===== config.mk =====
export PLATFORM = sky130hd
export DESIGN_NAME = tdm_demux4
export DESIGN_NICKNAME = d
export VERILOG_FILES = /design/src/rtl/tdm_demux_pkg.sv /design/src/rtl/slot_dec2_4.sv /design/src/rtl/tdm_demux4.sv
export SDC_FILE = /design/constraint.sdc
export NUM_CORES = 1
export LEC_CHECK = 0
export ABC_AREA = 1
export BUFFER_PORTS_ARGS = -buffer_cell sky130_fd_sc_hd__buf_2
export CORE_MARGIN = 1.5
export CORE_UTILIZATION = 30
export CTS_BUF_LIST = sky130_fd_sc_hd__clkbuf_4
export CTS_CLUSTER_DIAMETER = 30
export DETAILED_ROUTE_END_ITERATION = 8
export GPL_ROUTABILITY_DRIVEN = 1
export HOLD_SLACK_MARGIN = 0.1
export PLACE_DENSITY = 0.49
export SLEW_MARGIN = 20
export SYNTH_ARGS = -nofsm -noshare
export SYNTH_HDL_FRONTEND = slang
export SYNTH_HIERARCHICAL = 1
export SYNTH_SLANG_ARGS = --single-unit

===== constraint.sdc =====
create_clock -name clk -period 1.71 [get_ports clk]
set_clock_uncertainty 0.1 [all_clocks]
set_input_delay 0 -clock clk [delete_from_list [all_inputs] [get_ports clk]]
set_output_delay 0 -clock clk [all_outputs]
set_load 0.05 [all_outputs]

===== src/rtl/tdm_demux_pkg.sv =====
// Shared definitions for the 4-slot TDM demultiplexer.
// Latency: n/a (types and constants only).
// Backpressure: n/a.
package tdm_demux_pkg;

  typedef enum logic {
    IDLE = 1'b0,
    RUN  = 1'b1
  } state_t;

  localparam int NSLOT = 4;  // slots per frame
  localparam int W_DEF = 4;  // default data bits per slot

endpackage


===== src/rtl/slot_dec2_4.sv =====
// Slot index to one-hot decoder, gated by a strobe.
// Latency: combinational.
// Backpressure: none.
// Ports: idx - slot index; stb - qualify; onehot - one bit per slot, all zero when stb=0.
module slot_dec2_4
  import tdm_demux_pkg::*;
(
  input  logic [1:0]       idx,
  input  logic             stb,
  output logic [NSLOT-1:0] onehot
);

  always_comb begin
    onehot = '0;
    if (stb) onehot[idx] = 1'b1;
  end

endmodule


===== src/rtl/tdm_demux4.sv =====
// 4-slot serial TDM demultiplexer: shifts din MSB-first into per-slot channel registers.
// Latency: dout[k]/valid[k] update on the clock edge that samples slot k's last bit.
// Backpressure: none; en=0 freezes all state, otherwise one bit is taken per cycle.
// Ports: clk, rst_n (async, active-low), en, fsync (first bit of slot 0), din,
//        dout (slot k at [k*W +: W]), valid (one-hot pulse), busy (frame in progress),
//        err (per-slot parity error pulse, only with TDM_DEMUX4_PARITY_EN).
// Build option: define TDM_DEMUX4_PARITY_EN to append one even-parity bit per slot.
module tdm_demux4
  import tdm_demux_pkg::*;
#(
  parameter int W = W_DEF
) (
  input  logic               clk,
  input  logic               rst_n,
  input  logic               en,
  input  logic               fsync,
  input  logic               din,
  output logic [NSLOT*W-1:0] dout,
  output logic [NSLOT-1:0]   valid,
  output logic               busy
`ifdef TDM_DEMUX4_PARITY_EN
  ,
  output logic [NSLOT-1:0]   err
`endif
);

`ifdef TDM_DEMUX4_PARITY_EN
  localparam int L = W + 1;
`else
  localparam int L = W;
`endif
  localparam int CW = (L > 1) ? $clog2(L) : 1;
  // Only L-1 bits of history are needed; the current din completes the word.
  localparam int SW = (L > 1) ? L - 1 : 1;
  localparam logic [CW-1:0] LAST = CW'(L - 1);

  state_t        state_q, state_n;
  logic [1:0]    slot_q, slot_n;
  logic [CW-1:0] cnt_q, cnt_n;
  logic [SW-1:0] sh_q, sh_n;

  logic          smp, wrap, cmpl;
  logic [1:0]    pos_slot, cmpl_slot;
  logic [CW-1:0] pos_cnt;
  logic [L-1:0]  old_word, new_word, cmpl_word;
  logic [W-1:0]  data;
  logic [NSLOT-1:0] hot, wr;

  always_ff @(posedge clk or negedge rst_n) begin
    if (!rst_n) begin
      state_q <= IDLE;
      slot_q  <= '0;
      cnt_q   <= '0;
      sh_q    <= '0;
    end else begin
      state_q <= state_n;
      slot_q  <= slot_n;
      cnt_q   <= cnt_n;
      sh_q    <= sh_n;
    end
  end

  always_comb begin
    state_n   = state_q;
    slot_n    = slot_q;
    cnt_n     = cnt_q;
    sh_n      = sh_q;
    smp       = en & ((state_q == RUN) | fsync);
    // fsync overrides the running position: this cycle's bit is slot 0, bit 0.
    pos_slot  = fsync ? 2'd0 : slot_q;
    pos_cnt   = fsync ? '0 : cnt_q;
    // fsync landing on slot 3's last bit still completes slot 3 with this din,
    // which also serves as the new frame's first bit. Any other in-frame fsync
    // drops the partial slot. With L=1 the slot-3 completion takes precedence.
    wrap      = en & fsync & (state_q == RUN) & (slot_q == 2'd3) & (cnt_q == LAST);
    old_word  = L'({sh_q, din});
    new_word  = fsync ? L'(din) : old_word;
    cmpl      = smp & (wrap | (pos_cnt == LAST));
    cmpl_slot = wrap ? 2'd3 : pos_slot;
    cmpl_word = wrap ? old_word : new_word;

    if (smp) begin
      sh_n = SW'(new_word);
      if (pos_cnt == LAST) begin
        cnt_n = '0;
        if (pos_slot == 2'd3) begin
          state_n = IDLE;
          slot_n  = 2'd0;
        end else begin
          state_n = RUN;
          slot_n  = pos_slot + 2'd1;
        end
      end else begin
        state_n = RUN;
        slot_n  = pos_slot;
        cnt_n   = pos_cnt + CW'(1);
      end
    end
  end

  assign data = cmpl_word[L-1 -: W];

  slot_dec2_4 u_dec (
    .idx   (cmpl_slot),
    .stb   (cmpl),
    .onehot(hot)
  );

`ifdef TDM_DEMUX4_PARITY_EN
  logic par_ok;
  assign par_ok = ~^cmpl_word;  // data plus parity bit must XOR to zero
  assign wr     = hot & {NSLOT{par_ok}};

  always_ff @(posedge clk or negedge rst_n) begin
    if (!rst_n) err <= '0;
    else        err <= hot & {NSLOT{~par_ok}};
  end
`else
  assign wr = hot;
`endif

  always_ff @(posedge clk or negedge rst_n) begin
    if (!rst_n) begin
      dout  <= '0;
      valid <= '0;
    end else begin
      valid <= wr;
      for (int k = 0; k < NSLOT; k++) begin
        if (wr[k]) dout[k*W +: W] <= data;
      end
    end
  end

  assign busy = (state_q == RUN);

endmodule


==> impl_metrics.ini <==
[outcome]
status = finished, final reports clean

[synthesis]
synth.cell_area_mm2 = 0.00123
yosys.area_share.adder_pct = 2.03
synthesis.yosys.warnings = 6
syn_nets = 145
post_synthesis_share_of_cell_area_spent_on_and_or_nand_and_nor_gates_pct = 28.7
yosysSeqAreaShare_pct = 56.8
netlist_instances = 138
multiplexer_area_fraction_after_synthesis_pct = 0
ys_ff_latch = 28
synth_top_family_by_area = simple AND/OR/NAND/NOR gates
synth_compound_gate_area_share_pct = 5.78
synth.distinct_cells = 17
yosys.area_share.xor_xnor_pct = 0
post_synth.cell_area_avg_um2 = 8.94

[global_routing]
antenna_found_initial = 0
groute.usage.overall_pct = 12.8
grt.overflow.total = 0
grt_start_max_net_pins = 29
grt_pass1_wl_mm = 4.26
vias_in_the_first_global_route = 953

[power]
irDropWorstVdd_v = 0.000335
power_density_mw_per_mm2 = 933
power.static_leakage_nw = 0.899
sum_of_internal_switching_and_leakage_power_mw = 1.47

[routing]
drcViolationCount = 0
total_number_of_vias = 1021
routed_wirelength_mm = 2.62
drt-initial-drc-count = 31
wire_per_inst_um = 11.5
post_drt_via_cell_ratio = 4.48
firstDrtPassIters = 4
antenna_violating_nets_post_route = 0

[die]
design.portCount = 26
coreArea_mm2 = 0.00397
die_width_um = 67.1
die_y_um = 67.1
initial_core_util_pct = 31.1
std_cell_rows = 23
die_area_mm2 = 0.00451

[sta]
hold-worst-slack_ps = 97.1
timing.slew.headroom_pct = 58.4
finalMaxSlewViolations = 0
timing.final.hold_violations = 0
worstMarginPinSlew_ps = 624
fmax_mhz = 621
layout_setup_ws_ps = 98.5
timing.final.setup_violations = 0
min_period_over_period_pct = 94.2
timing.final.crit_period_ps = 1610

[worst_hold_path]
min_delay_worst_type = in2async

[clocking]
insertion_delay_ps = 330
clk_pin_slew_ps = 160
clock_buffers_created_by_tritoncts = 3
htree_num_levels = 1
cts-root-buf = sky130_fd_sc_hd__clkbuf_4
clock_sink_count = 28
maximum_root_to_sink_buffer_count = 2
tritoncts_clock_tree = yes

[job]
max-cap-violations = 0

[placed_design]
preCtsSetupSlack_ps = -25.7
dp.cells = 218
place.detailed.hpwl_mm = 1.95
gpl.final_weighted_congestion = 0.837
io_buffer_count = 25

[critical_path]
rr_startpoint = cnt_q[0]
critical_path.startpoint_type = register
endpoint_kind = register
reg2reg_slack_ps = 100
worst_ep_arrival_time_ps = 1790
worstSetupPathType = reg2reg
required_ps = 1890
worstSetupStartpoint = cnt_q[0]
critical_path.max_fanout = 5

[finish]
area_growth_pct = 27.5
share_of_the_core_filled_with_cells_pct = 39.6
n_antenna_cell = 0
final_cells = 228
post_route_cells_drive_above_1_share_pct = 30.3
num-fill-cells = 406
final_net_count = 186
[registers in the layout, summed over array words and instances, names as in the netlist]
signal  cells
cnt_q       2
slot_q      2
sh_q        3
valid       4
busy        1
dout       16
[cells by family after synthesis]
logic type	Yosys count
buffers and inverters	17
and+or+nand+nor	80
DFF	28
AOI/OAI and AO/OA	11
adders and majority gates	2
[worst paths after layout]
| check | end | cells past startpoint |
|---|---|---|
| worst max-delay path | dout[1] | 10 |
| worst min-delay path | valid[2] | 2 |
| worst max register to register | dout[1] | 10 |
| worst min register to register | dout[4] | 2 |
| max in group asynchronous | busy | 2 |
| min in group clk | dout[12] | 4 |
[critical path, cell delays in order (launching register included)]
cell                      delay [ps]
sky130_fd_sc_hd__dfrtp_1         410
sky130_fd_sc_hd__inv_2            60
sky130_fd_sc_hd__nor2_4          110
sky130_fd_sc_hd__ha_2            190
sky130_fd_sc_hd__inv_2            40
sky130_fd_sc_hd__o21ai_2         120
sky130_fd_sc_hd__nand2_1          90
sky130_fd_sc_hd__nor2_1          150
sky130_fd_sc_hd__buf_4           160
sky130_fd_sc_hd__nand3_1          80
sky130_fd_sc_hd__nand2_1          70
[cells in the mapped netlist, drive strengths merged]
master,count,area [µm²]
nor2,11,56.3
ha,2,25.0
o21ai,8,51.3
nand2,56,233
dfrtp,28,701
buf,2,26.3
nand3,13,65.1
a21oi,1,5.00
inv,15,56.3
o31ai,1,7.51
a22oi,1,7.51
[stage by stage]
| step | cell area (µm²) | setup TNS [ps] |
|---|---|---|
| 6_report | 1570 | 0 |
| 5_1_grt | 1570 | -16.1 |
| 4_1_cts | 1540 | 0 |
| 3_5_place_dp | 1450 | -112 |
| 3_3_place_gp | 1450 | 0 |
| 2_1_floorplan | 1230 | 0 |
[final cells by class]
type	instances	area [µm²]	area share, %
flip-flops and latches	28	702	44.6
clock inverters	1	30.0	1.91
well taps	50	62.6	3.98
inverters	15	56.3	3.58
clock buffers	3	22.5	1.43
repair buffers	38	233	14.8
multi-input cells	93	467	29.7
[where the power goes]
group | switching, mW | leakage [nW] | internal, mW
logic | 0.203 | 0.496 | 0.0802
clock network | 0.204 | 0.0279 | 0.237
registers | 0.0337 | 0.375 | 0.709
[routing by layer]
layer | track usage (%) | vias to the layer above | part of all wire [%]
met4 | 5.36 | 0 | 1.4
met1 | 15.5 | 472 | 45
met2 | 22.4 | 32 | 49
li1 | - | 513 | -
met5 | 0 | - | 0
met3 | 2.03 | 4 | 4.7
[what timing repair did]
item,4_1_cts,5_1_grt
gates resized for setup,1,9
setup buffers,0,2
endpoints found under the setup margin,12,16
hold buffers,4,0
endpoints found under the hold margin,39,0
pin swaps,0,6
[cell usage in the layout, fill, tap and decap left out]
| cell type | instances |
|---|---|
| sky130_fd_sc_hd__nand2_1 | 53 |
| sky130_fd_sc_hd__ha_1 | 1 |
| sky130_fd_sc_hd__a21oi_1 | 1 |
| sky130_fd_sc_hd__o21ai_2 | 1 |
| sky130_fd_sc_hd__inv_1 | 10 |
| sky130_fd_sc_hd__o31ai_1 | 1 |
| sky130_fd_sc_hd__o21ai_4 | 1 |
| sky130_fd_sc_hd__clkbuf_4 | 3 |
| sky130_fd_sc_hd__nand2_4 | 3 |
| sky130_fd_sc_hd__buf_2 | 25 |
| sky130_fd_sc_hd__inv_2 | 5 |
| sky130_fd_sc_hd__dfrtp_2 | 1 |
| sky130_fd_sc_hd__buf_4 | 9 |
| sky130_fd_sc_hd__ha_2 | 1 |
| sky130_fd_sc_hd__a22oi_1 | 1 |
| sky130_fd_sc_hd__nor2_4 | 3 |
| sky130_fd_sc_hd__dfrtp_1 | 27 |
| sky130_fd_sc_hd__dlygate4sd3_1 | 4 |
| sky130_fd_sc_hd__bufinv_16 | 1 |
| sky130_fd_sc_hd__nand3_1 | 13 |
| sky130_fd_sc_hd__o21ai_1 | 2 |
| sky130_fd_sc_hd__nor2_1 | 7 |
| sky130_fd_sc_hd__nor2_2 | 1 |
| sky130_fd_sc_hd__o21ai_0 | 4 |
Note: power is estimated with default switching activity, not from simulation.
